--- config.mk ---
export PLATFORM = sky130hd
export DESIGN_NAME = rvx_alu_mc
export DESIGN_NICKNAME = d
export VERILOG_FILES = /design/src/rtl/rvx_alu_mc.sv
export SDC_FILE = /design/constraint.sdc
export NUM_CORES = 1
export LEC_CHECK = 0
export ABC_AREA = 1
export ABC_CLOCK_PERIOD_IN_PS = 7400
export BUFFER_PORTS_ARGS = -buffer_cell sky130_fd_sc_hd__buf_4
export CORE_ASPECT_RATIO = 0.8
export CORE_UTILIZATION = 55
export CTS_BUF_LIST = sky130_fd_sc_hd__clkbuf_16
export DETAILED_ROUTE_END_ITERATION = 7
export PLACE_DENSITY = 0.79
export SYNTH_ARGS = -nofsm -noshare
export SYNTH_HDL_FRONTEND = slang
export SYNTH_SLANG_ARGS = --single-unit
--- constraint.sdc ---
create_clock -name clk -period 7.4 [get_ports clk]
set_input_delay 0 -clock clk [delete_from_list [all_inputs] [get_ports clk]]
set_output_delay 0 -clock clk [all_outputs]
set_load 0.05 [all_outputs]
--- src/rtl/rvx_alu_mc.sv ---
// rvx_alu_mc -- multi-cycle execution unit for the RVX10 custom-instruction
// group, sitting in EX beside the base ALU.
//
// Decodes {funct7_2b, funct3} locally. Logic ops, signed/unsigned min/max and
// abs complete in one cycle. Rotates walk the working register ROT_STEP bits
// per cycle through the ROT state, unless RVX_FAST_ROT_EN is defined, in which
// case a full barrel rotator makes them single-cycle and ROT is never entered.
//
// Ports:
//   clk, reset_n          clock, synchronous active-low reset
//   flush                 kills any in-flight or held operation
//   in_valid / in_ready   operation handshake (funct7_2b, funct3, a, b)
//   out_valid / out_ready result handshake (result, illegal)
//   busy                  EX stall request: rotating, or result not yet taken
//
// Build option: RVX_FAST_ROT_EN (single-cycle rotates).

module rvx_alu_mc #(
    parameter int XLEN     = 32,
    parameter int ROT_STEP = 1
) (
    input  logic            clk,
    input  logic            reset_n,
    input  logic            flush,
    input  logic            in_valid,
    output logic            in_ready,
    input  logic [1:0]      funct7_2b,
    input  logic [2:0]      funct3,
    input  logic [XLEN-1:0] a,
    input  logic [XLEN-1:0] b,
    output logic            out_valid,
    input  logic            out_ready,
    output logic [XLEN-1:0] result,
    output logic            illegal,
    output logic            busy
);

    localparam int SW = $clog2(XLEN);
    localparam logic [SW-1:0] STEP = ROT_STEP[SW-1:0];

    localparam logic [1:0] S_IDLE = 2'd0;
    localparam logic [1:0] S_ROT  = 2'd1;
    localparam logic [1:0] S_HOLD = 2'd2;

    // Shift amount is an int so s==0 yields x (x >> XLEN is all zeros).
    function automatic logic [XLEN-1:0] rotl(input logic [XLEN-1:0] x, input int s);
        return (x << s) | (x >> (XLEN - s));
    endfunction

    function automatic logic [XLEN-1:0] rotr(input logic [XLEN-1:0] x, input int s);
        return (x >> s) | (x << (XLEN - s));
    endfunction

    logic [1:0]      state;
    logic [XLEN-1:0] work;
    logic [XLEN-1:0] res_q;
    logic            ill_q;
    logic            dir_q;   // 1 = rotate right
    logic [SW-1:0]   rem;

    logic [4:0]      op;
    logic [SW-1:0]   shamt;
    logic            is_rot;
    logic            go_rot;
    logic            accept;
    logic [XLEN-1:0] res_c;
    logic            ill_c;
    logic [SW-1:0]   step;
    logic [XLEN-1:0] work_nx;

    assign op     = {funct7_2b, funct3};
    assign shamt  = b[SW-1:0];
    assign is_rot = (op == 5'b10_000) || (op == 5'b10_001);

`ifdef RVX_FAST_ROT_EN
    assign go_rot = 1'b0;
`else
    assign go_rot = is_rot && (shamt != '0);
`endif

    // Flush and reset both mask in_ready so nothing is taken in those cycles.
    assign in_ready  = reset_n && !flush &&
                       ((state == S_IDLE) || ((state == S_HOLD) && out_ready));
    assign accept    = in_valid && in_ready;
    assign out_valid = (state == S_HOLD);
    assign busy      = (state == S_ROT) || (out_valid && !out_ready);
    assign result    = res_q;
    assign illegal   = ill_q;

    // Single-cycle datapath. In the iterative build a rotate only reaches here
    // with shamt==0, where the answer is a itself.
    always_comb begin
        res_c = '0;
        ill_c = 1'b0;
        case (op)
            5'b00_000: res_c = a & ~b;
            5'b00_001: res_c = a | ~b;
            5'b00_010: res_c = a ^ ~b;
            5'b01_000: res_c = ($signed(a) < $signed(b)) ? a : b;
            5'b01_001: res_c = ($signed(a) > $signed(b)) ? a : b;
            5'b01_010: res_c = (a < b) ? a : b;
            5'b01_011: res_c = (a > b) ? a : b;
`ifdef RVX_FAST_ROT_EN
            5'b10_000: res_c = rotl(a, int'(shamt));
            5'b10_001: res_c = rotr(a, int'(shamt));
`else
            5'b10_000: res_c = a;
            5'b10_001: res_c = a;
`endif
            5'b11_000: res_c = a[XLEN-1] ? ('0 - a) : a;  // most-negative wraps to itself
            default:   ill_c = 1'b1;
        endcase
    end

    // Iterative rotate: the last step may be shorter than ROT_STEP.
    assign step    = (rem < STEP) ? rem : STEP;
    assign work_nx = dir_q ? rotr(work, int'(step)) : rotl(work, int'(step));

    always_ff @(posedge clk) begin
        if (!reset_n) begin
            state <= S_IDLE;
            work  <= '0;
            res_q <= '0;
            ill_q <= 1'b0;
            dir_q <= 1'b0;
            rem   <= '0;
        end else if (flush) begin
            state <= S_IDLE;
            rem   <= '0;
        end else begin
            case (state)
                S_IDLE, S_HOLD: begin
                    if (accept) begin
                        if (go_rot) begin
                            state <= S_ROT;
                            work  <= a;
                            rem   <= shamt;
                            dir_q <= funct3[0];
                        end else begin
                            state <= S_HOLD;
                            res_q <= res_c;
                            ill_q <= ill_c;
                        end
                    end else if (out_ready) begin
                        // In HOLD the result was taken; in IDLE this is a no-op.
                        state <= S_IDLE;
                    end
                end
                S_ROT: begin
                    work <= work_nx;
                    rem  <= rem - step;
                    if (rem == step) begin
                        state <= S_HOLD;
                        res_q <= work_nx;
                        ill_q <= 1'b0;
                    end
                end
                default: state <= S_IDLE;
            endcase
        end
    end

endmodule

==> run summary, run 1 <==
count of buffers from port buffering = 109
data required time at the worst endpoint = 7630 ps
startpoint-to-endpoint class of the critical path = input pin to flop
site row count = 45
Unique masters post-synth = 48
worst ir drop on vdd = 0.000112 V
Setup Total Neg Slack = 0 ps
post-synthesis net count = 2,085
final period utilization = 66.4%
TritonCTS Sinks = 73
global router's overall resource usage = 45.4%
time the final worst path needs with I/O delays and setup = 4910 ps
area share of the largest cell type after synthesis = 18.4%
worst clock skew = 14.4 ps
fill count = 1,983
Core Region = 19,000 um^2
area of the die = 20,000 um^2
DP Wirelength = 32,100 um
Most Frequent Cell on Critical Path = sky130_fd_sc_hd__nand2_1
cell-by-cell trace of the critical path = dlygate4sd3_1, buf_4, clkinv_1, ha_1, nand2_2, inv_2, nand2_1, nand2_1, nand2_1, nand3_1, a21oi_4, buf_4, nand2_4, nand2_1, nand2_1, nor2_1, nor2_1, nor2_1, nand2_1, nand2_1, a21oi_1
Die Ht = 127 um
synthesis warning total = 0
Worst path max stage delay = 910 ps
width of the chip = 158 um
syn_area_per_cell = 5.49 um^2
proportion of layout cells with a drive suffix above 1 = 9.18%
worst slew slack as a fraction of its limit = 9.98%
most instantiated flip-flop cell in the synthesis netlist = sky130_fd_sc_hd__dfxtp_1
wire length of the first global-routing pass = 70,400 um
area of all placed cells without fillers = 11,800 um^2
cells resized by post-CTS repair = 0
sequential element share of the synthesized area = 13.7%
Area Growth Syn to Fin = 10.7%
total count of hold-check failures in the final report = 0
status = finished clean
slowest stage cell, crit path = sky130_fd_sc_hd__nand2_1
placement-stage cell area = 11,400 um^2
arrival time reported for the critical path endpoint = 5140 ps
remaining global-route overflow = 0
Via Count = 14,400
wire length per cell after detailed routing = 20.5 um
antenna viol nets, final = 0
pin slew with the least headroom to its limit = 1350 ps
final setup violating endpoints = 0
Post-synth ARST share = 0%
maximum clock insertion buffer count = 2
H-tree level count = 3
worst min-delay path class = input pin to flop
number of flops mapped to enable cells by yosys = 0
nets@finish = 2,108
leak pwr = 5.59 nW
vias in the first global route = 12,600
CP Buf/Inv Count = 5
Power, Total = 1.38 mW
peak clock frequency supported by timing = 204 MHz
gate family responsible for the most delay along the worst path = simple AND/OR/NAND/NOR gates
ranking of synthesized cells by area = sky130_fd_sc_hd__nand2_1, sky130_fd_sc_hd__dfxtp_1, sky130_fd_sc_hd__nand3_1, sky130_fd_sc_hd__ha_1, sky130_fd_sc_hd__nor2_1
Startpoint Class = input pin
Setup Buffers After CTS = 0
Gate Count Post-Synth = 1,944
setup repair after global routing missed its margin = no
critical path capture point type = flop
number of max-capacitance violations reported = 0
pin count of the biggest net entering global routing = 71
routability cong. = 1.01
later-pin clock latency in the skew report = 350 ps
Final Routed Wirelength = 45,700 um
Inserted Clock Buffers = 9
Max Slew Vio Count = 0
via count normalized by instance count = 6.46
antenna violations before repair = 1
largest fanout on the critical path = 70
count of TritonRoute iterations in the first routing pass = 6
clock tree root buffer cell = sky130_fd_sc_hd__clkbuf_16
Seq cells post-synth = 73
library cell with the largest summed area after synthesis = sky130_fd_sc_hd__nand2_1
total power per unit cell area = 117 nW/um^2
CTS tree = built
cell area after synthesis = 10,700 um^2
register clock-pin slew on the reported worst setup and hold paths = 70 ps
Starting DRT DRC Count = 2,003
starting density of the core = 56.2%
number of top-level pins = 110
remaining design rule violation count = 0
==> routing by layer <==
| layer | vias to the layer above | wire, um | GRT usage [%] | part of all wire [%] |
|---|---|---|---|---|
| met1 | 6422 | 18000 | 62.3 | 39 |
| met3 | 193 | 6840 | 10.9 | 15 |
| met4 | 0 | 2630 | 24.0 | 5.8 |
| li1 | 6624 | - | - | - |
| met5 | - | 0 | 0 | 0 |
| met2 | 1164 | 18200 | 64.9 | 40 |
==> metrics by stage <==
stage	setup slack, ps	std cells	hold WS [ps]	utilization (%)
global placement	2660	2199	324	59.8
finish	2490	2231	11.4	62.2
floorplan	4880	1944	149	-
CTS	2750	2230	3.93	62.2
detailed placement	2520	2199	325	59.8
global route	2320	2230	7.57	62.2
==> power breakdown <==
| part | internal (mW) | switching, mW |
|---|---|---|
| clock | 0.265 | 0.207 |
| combinational | 0.152 | 0.353 |
| sequential | 0.400 | 0.00640 |
==> worst reg2reg max path, delay by kind of cell (launching register included) <==
family	cells	cell delay (ps)
fa+ha+maj	1	530
simple gates	7	1350
buf+inv	3	940
flops	1	350
compound gates	3	500
==> worst paths after layout <==
kind / startpoint / to / slack [ps] / cells past startpoint
worst max register to register: rem[1]$_SDFFE_PP0P_ / result[10]$_SDFFE_PN0P_ / 3660 / 14
worst min register to register: rem[3]$_SDFFE_PP0P_ / rem[3]$_SDFFE_PP0P_ / 480 / 2
worst min-delay path: a[4] / work[4]$_SDFFE_PN0P_ / 10 / 3
worst max-delay path: a[19] / result[26]$_SDFFE_PN0P_ / 2490 / 21
==> sequential cells by signal (all words and copies together), names as in the netlist <==
name     count
result      32
rem          5
work        32
dir_q        1
illegal      1
state        2
==> cells in the final DEF, fill, tap and decap left out, drive strengths merged, types with 52 or more instances in the layout <==
cell,count
a21oi,106
buf,126
dfxtp,73
ha,67
inv,180
nand2,529
nand3,282
nand4,52
nor2,202
o21ai,143
==> area by class of cell <==
cell class                 instances  area, um^2  area share (%)
timing repair buffer             141        1100            9.28
multi-input combinational       1557        7930            67.1
tap                              258         323            2.73
antenna                            1        2.50          0.0212
clock buffer                       9         225            1.91
inverter                         185         694            5.88
clock inverter                     7        77.6           0.657
sequential                        73        1460            12.4
==> cells in the mapped netlist, types with 8 or more instances <==
cell type / n
sky130_fd_sc_hd__dfxtp_1: 73
sky130_fd_sc_hd__ha_1: 67
sky130_fd_sc_hd__o211ai_1: 15
sky130_fd_sc_hd__nand4_1: 50
sky130_fd_sc_hd__and2_1: 8
sky130_fd_sc_hd__o221ai_1: 13
sky130_fd_sc_hd__buf_2: 47
sky130_fd_sc_hd__o2111ai_1: 21
sky130_fd_sc_hd__a21oi_1: 105
sky130_fd_sc_hd__o22ai_1: 21
sky130_fd_sc_hd__a31oi_1: 42
sky130_fd_sc_hd__o21ai_0: 141
sky130_fd_sc_hd__clkbuf_1: 62
sky130_fd_sc_hd__inv_1: 171
sky130_fd_sc_hd__nor2_1: 196
sky130_fd_sc_hd__nor3_1: 13
sky130_fd_sc_hd__nand2_1: 522
sky130_fd_sc_hd__nand3_1: 281
sky130_fd_sc_hd__a221oi_1: 8
==> kinds of logic after synthesis <==
| kind of cell | share of synthesized area, % |
|---|---|
| simple gates | 44.8 |
| fa+ha+maj | 7.86 |
| buf+inv | 12.2 |
| compound gates | 21.2 |
| flops | 13.7 |
| xor+xnor | 0.164 |
| other cells | 0.0351 |
==> timing repair <==
item / in CTS / in global routing
hold buffers: 15 / 0
endpoints found under the setup margin: 0 / 0
endpoints found under the hold margin: 21 / 0
Note: power is estimated with default switching activity, not from simulation.
==> run 2, diff against run 1 <==
==> config.mk (replaced) <==
export PLATFORM = sky130hd
export DESIGN_NAME = rvx_alu_mc
export DESIGN_NICKNAME = d
export VERILOG_FILES = /design/src/rtl/rvx_alu_mc.sv
export SDC_FILE = /design/constraint.sdc
export NUM_CORES = 1
export LEC_CHECK = 0
export ABC_AREA = 0
export ABC_CLOCK_PERIOD_IN_PS = 4900
export BUFFER_PORTS_ARGS = -buffer_cell sky130_fd_sc_hd__buf_4
export CORE_ASPECT_RATIO = 0.8
export CORE_UTILIZATION = 55
export CTS_BUF_LIST = sky130_fd_sc_hd__clkbuf_16
export DETAILED_ROUTE_END_ITERATION = 7
export PLACE_DENSITY = 0.8
export SYNTH_ARGS = -nofsm -noshare
export SYNTH_HDL_FRONTEND = slang
export SYNTH_SLANG_ARGS = --single-unit
==> constraint.sdc (replaced) <==
create_clock -name clk -period 4.9 [get_ports clk]
set_input_delay 0 -clock clk [delete_from_list [all_inputs] [get_ports clk]]
set_output_delay 0 -clock clk [all_outputs]
set_load 0.05 [all_outputs]
==> run 2 against run 1 <==
  * Worst setup slack got worse by 1500 ps
  * Sequential power up 50%
  * Largest power group is now the clock network
  * Global-route usage down 3.1 points
  * Non-clock buffer count rose by 4
  * Utilization rose by 3.3 points
  * Total power rose by 35%
  * Critical path depth shrank 10
==> run summary, run 2 <==
peak clock frequency supported by timing = 257 MHz
syn_area_per_cell = 6.97 um^2 (+27%)
remaining design rule violation count = 0 (unchanged)
Core Region = 15,100 um^2 (-21%)
XOR/XNOR Fraction of Synth Area = 1.96% (+1.8 points)
Antenna diodes = 0 (-1)
area used by multi-input combinational logic = 6380 um^2 (-19%)
placement-stage cell area = 9370 um^2 (-17%)
hold path endpoint = result[7]$_SDFFE_PN0P_
sequential element share of the synthesized area = 17.2% (+3.5 points)
Via Count = 10,300 (-28%)
Final Routed Wirelength = 33,800 um (-26%)
post-synthesis net count = 1,359 (-35%)
count of TritonRoute iterations in the first routing pass = 6 (unchanged)
wire length of the first global-routing pass = 52,200 um (-26%)
status = finished clean
remaining global-route overflow = 0 (unchanged)
worst clock skew = 10.6 ps (-3.76 ps)
Worst Hold Slack = 6.25 ps (-5.13 ps)
width of the chip = 141 um (-11%)
routability cong. = 1.00 (-0.65%)
antenna viol nets, final = 0 (unchanged)
total count of hold-check failures in the final report = 0 (unchanged)
site row count = 40 (-11%)
critical path capture point type = flop
most instantiated flip-flop cell in the synthesis netlist = sky130_fd_sc_hd__dfxtp_1
proportion of layout cells with a drive suffix above 1 = 14.2% (+5.0 points)
fraction of the mapped netlist area in compound gates = 35.5% (+14 points)
via count normalized by instance count = 6.93 (+7.4%)
clock tree root buffer cell = sky130_fd_sc_hd__clkbuf_16
Unique masters post-synth = 71 (+48%)
top post-synthesis cells by count = sky130_fd_sc_hd__nand2_1, sky130_fd_sc_hd__a21oi_1, sky130_fd_sc_hd__o21ai_0
ranking of synthesized cells by area = sky130_fd_sc_hd__dfxtp_1, sky130_fd_sc_hd__ha_1, sky130_fd_sc_hd__a21oi_1, sky130_fd_sc_hd__o21ai_0, sky130_fd_sc_hd__nand2_1
worst min-delay path class = input pin to flop
number of max-capacitance violations reported = 0 (unchanged)
fill count = 1,384 (-30%)
dpl ws = 1070 ps (-1450 ps)
number of flops mapped to enable cells by yosys = 0 (unchanged)
startpoint-to-endpoint class of the critical path = input pin to flop
minimum setup slack in the final design = 1020 ps (-1470 ps)
CTS tree = built
pin count of the biggest net entering global routing = 75 (+5.6%)
register clock-pin slew on the reported worst setup and hold paths = 60 ps (about the same)
later-pin clock latency in the skew report = 340 ps (about the same)
area occupied by registers = 1460 um^2 (unchanged)
Setup Total Neg Slack = 0 ps (unchanged)
Seq cells post-synth = 73 (unchanged)
data required time at the worst endpoint = 5170 ps (-2460 ps)
H-tree level count = 3 (unchanged)
multiplexer area fraction after synthesis = 7.10% (+7.1 points)
Inserted Clock Buffers = 9 (unchanged)
pin slew with the least headroom to its limit = 1170 ps (-181 ps)
vias in the first global route = 9,297 (-26%)
count of buffers from port buffering = 109 (unchanged)
antenna violations before repair = 0 (-1)
setup repair after global routing missed its margin = no
worst slew slack as a fraction of its limit = 22.3% (+12 points)
Max Slew Vio Count = 0 (unchanged)
worst r2r path cells = 11 (-3)
highest-count cells in the layout ignoring fill and taps = sky130_fd_sc_hd__nand2_1, sky130_fd_sc_hd__a21oi_1, sky130_fd_sc_hd__buf_4
worst ir drop on vdd = 0.000179 V (+60%)
area of the die = 15,900 um^2 (-20%)
number of top-level pins = 110 (unchanged)
startpoint of the most critical hold path = b[7]
time the final worst path needs with I/O delays and setup = 3880 ps
hold path cells = 3 (unchanged)
total power per unit cell area = 190 nW/um^2 (+62%)
Final Non-Filler Cells = 1,489 (-33%)
nets@finish = 1,415 (-33%)
Placed Instances = 1,457 (-34%)
DP Wirelength = 24,200 um (-25%)
Area Growth Syn to Fin = 16.2%
final period utilization = 79.3%
area share of the largest cell type after synthesis = 17.2% (-1.1 points)
Setup Buffers After CTS = 0 (unchanged)
leak pwr = 4.03 nW (-28%)
Die Ht = 113 um (-11%)
TritonCTS Sinks = 73 (unchanged)
largest fanout on the critical path = 18 (-74%)
reg-to-reg startpoint = rem[2]$_SDFFE_PP0P_
simple-gate share of the synthesized area = 20.5% (-24 points)
Gate Count Post-Synth = 1,218 (-37%)
commonest non-fill, non-tap cell in the layout = sky130_fd_sc_hd__nand2_1
wire length per cell after detailed routing = 22.7 um (+11%)
reg-to-reg critical path endpoint = result[10]$_SDFFE_PN0P_
Startpoint Class = input pin
reg-to-reg setup timing slack = 1630 ps (-2030 ps)
combinational family with the most area after synthesis = compound AO/OA/AOI/OAI gates
global router's overall resource usage = 42.2% (-3.1 points)
area share of fa/ha/maj cells after synthesis = 9.88% (+2.0 points)
most frequent cell after synthesis = sky130_fd_sc_hd__nand2_1
starting density of the core = 56.3% (+0.11 points)
arrival time reported for the critical path endpoint = 4150 ps (-990 ps)
synthesis warning total = 0 (unchanged)
library cell with the largest summed area after synthesis = sky130_fd_sc_hd__dfxtp_1
maximum clock insertion buffer count = 2 (unchanged)
Post-synth ARST share = 0% (unchanged)
area of all placed cells without fillers = 9860 um^2 (-16%)
Starting DRT DRC Count = 1,436 (-28%)
cell area after synthesis = 8490 um^2 (-20%)
final setup violating endpoints = 0 (unchanged)
-- run 2: cell types whose count changed after synthesis, moves of 18 or more --
| cell | before | now |
|---|---|---|
| sky130_fd_sc_hd__clkbuf_1 | 62 | 80 |
| sky130_fd_sc_hd__a21oi_1 | 105 | 134 |
| sky130_fd_sc_hd__o21ai_0 | 141 | 123 |
| sky130_fd_sc_hd__mux2i_1 | 0 | 40 |
| sky130_fd_sc_hd__o211ai_1 | 15 | 42 |
| sky130_fd_sc_hd__nand3_1 | 281 | 34 |
| sky130_fd_sc_hd__nand4_1 | 50 | 15 |
| sky130_fd_sc_hd__a31oi_1 | 42 | 20 |
| sky130_fd_sc_hd__inv_1 | 171 | 74 |
| sky130_fd_sc_hd__nand2_1 | 522 | 144 |
| sky130_fd_sc_hd__xnor2_1 | 0 | 18 |
| sky130_fd_sc_hd__nor2_1 | 196 | 62 |
| sky130_fd_sc_hd__buf_2 | 47 | 8 |
-- run 2: worst max-delay path, stage by stage --
cell and delay (ps):
sky130_fd_sc_hd__dlygate4sd3_1 560, sky130_fd_sc_hd__buf_4 160, sky130_fd_sc_hd__ha_1 330, sky130_fd_sc_hd__nand4_1 200, sky130_fd_sc_hd__a2111oi_0 800, sky130_fd_sc_hd__o31ai_1 190
sky130_fd_sc_hd__a21oi_1 470, sky130_fd_sc_hd__o21a_1 700, sky130_fd_sc_hd__and2_1 420, sky130_fd_sc_hd__a221oi_1 140, sky130_fd_sc_hd__a21oi_1 160
-- run 2: layer usage --
layer,wire (um),vias to the layer above,GRT usage [%],share of wire [%]
met3,4090,129,7.96,12
met5,0,-,0,0
met1,14000,4787,58.6,41
li1,-,4621,-,-
met4,1530,0,18.7,4.5
met2,14200,783,63.6,42
-- run 2: worst max-delay path by stage --
stage                        startpoint                      to  depth (start not counted)  slack [ps]
floorplan           rem[2]$_SDFFE_PP0P_  result[8]$_SDFFE_PN0P_                         17        1300
global placement                  a[31]  result[4]$_SDFFE_PN0P_                         12        1170
detailed placement                a[31]  result[4]$_SDFFE_PN0P_                         12        1070
CTS                               b[14]  result[5]$_SDFFE_PN0P_                         11        1200
global route                      b[14]  result[6]$_SDFFE_PN0P_                         11         890
finish                            b[14]  result[5]$_SDFFE_PN0P_                         11        1020
-- run 2: where the power goes --
group | internal [mW] | total [mW] | switching [mW]
registers | 0.602 | 0.610 | 0.00805
clock network | 0.494 | 0.759 | 0.265
logic | 0.184 | 0.501 | 0.317
-- run 2: logic make-up (layout without fill, tap and decap cells) --
logic type	count (synthesis)	in the layout
mux	51	51
compound gates	473	473
other cells	1	1
simple gates	360	360
buf+inv	174	235
flops	73	73
fa+ha+maj	67	67
xor+xnor	19	19
-- run 2: per-stage QoR --
step	total power [mW]	utilization [%]
floorplan	0.909	-
global placement	1.09	62.2
detailed placement	1.09	62.2
CTS	1.84	65.5
global route	1.92	65.5
finish	1.87	65.5
-- run 2: final cells by class --
cell class                 instances  area share (%)
multi-input combinational        971            64.7
sequential                        73            14.8
clock buffer                       9            2.28
tap                              210            2.66
clock inverter                     7            1.13
timing repair buffer             145            11.6
inverter                          74            2.82
-- run 2: what timing repair did --
item,4_1_cts,5_1_grt
resized for setup,0,0
hold buffers,16,0
endpoints found under the hold margin,16,0
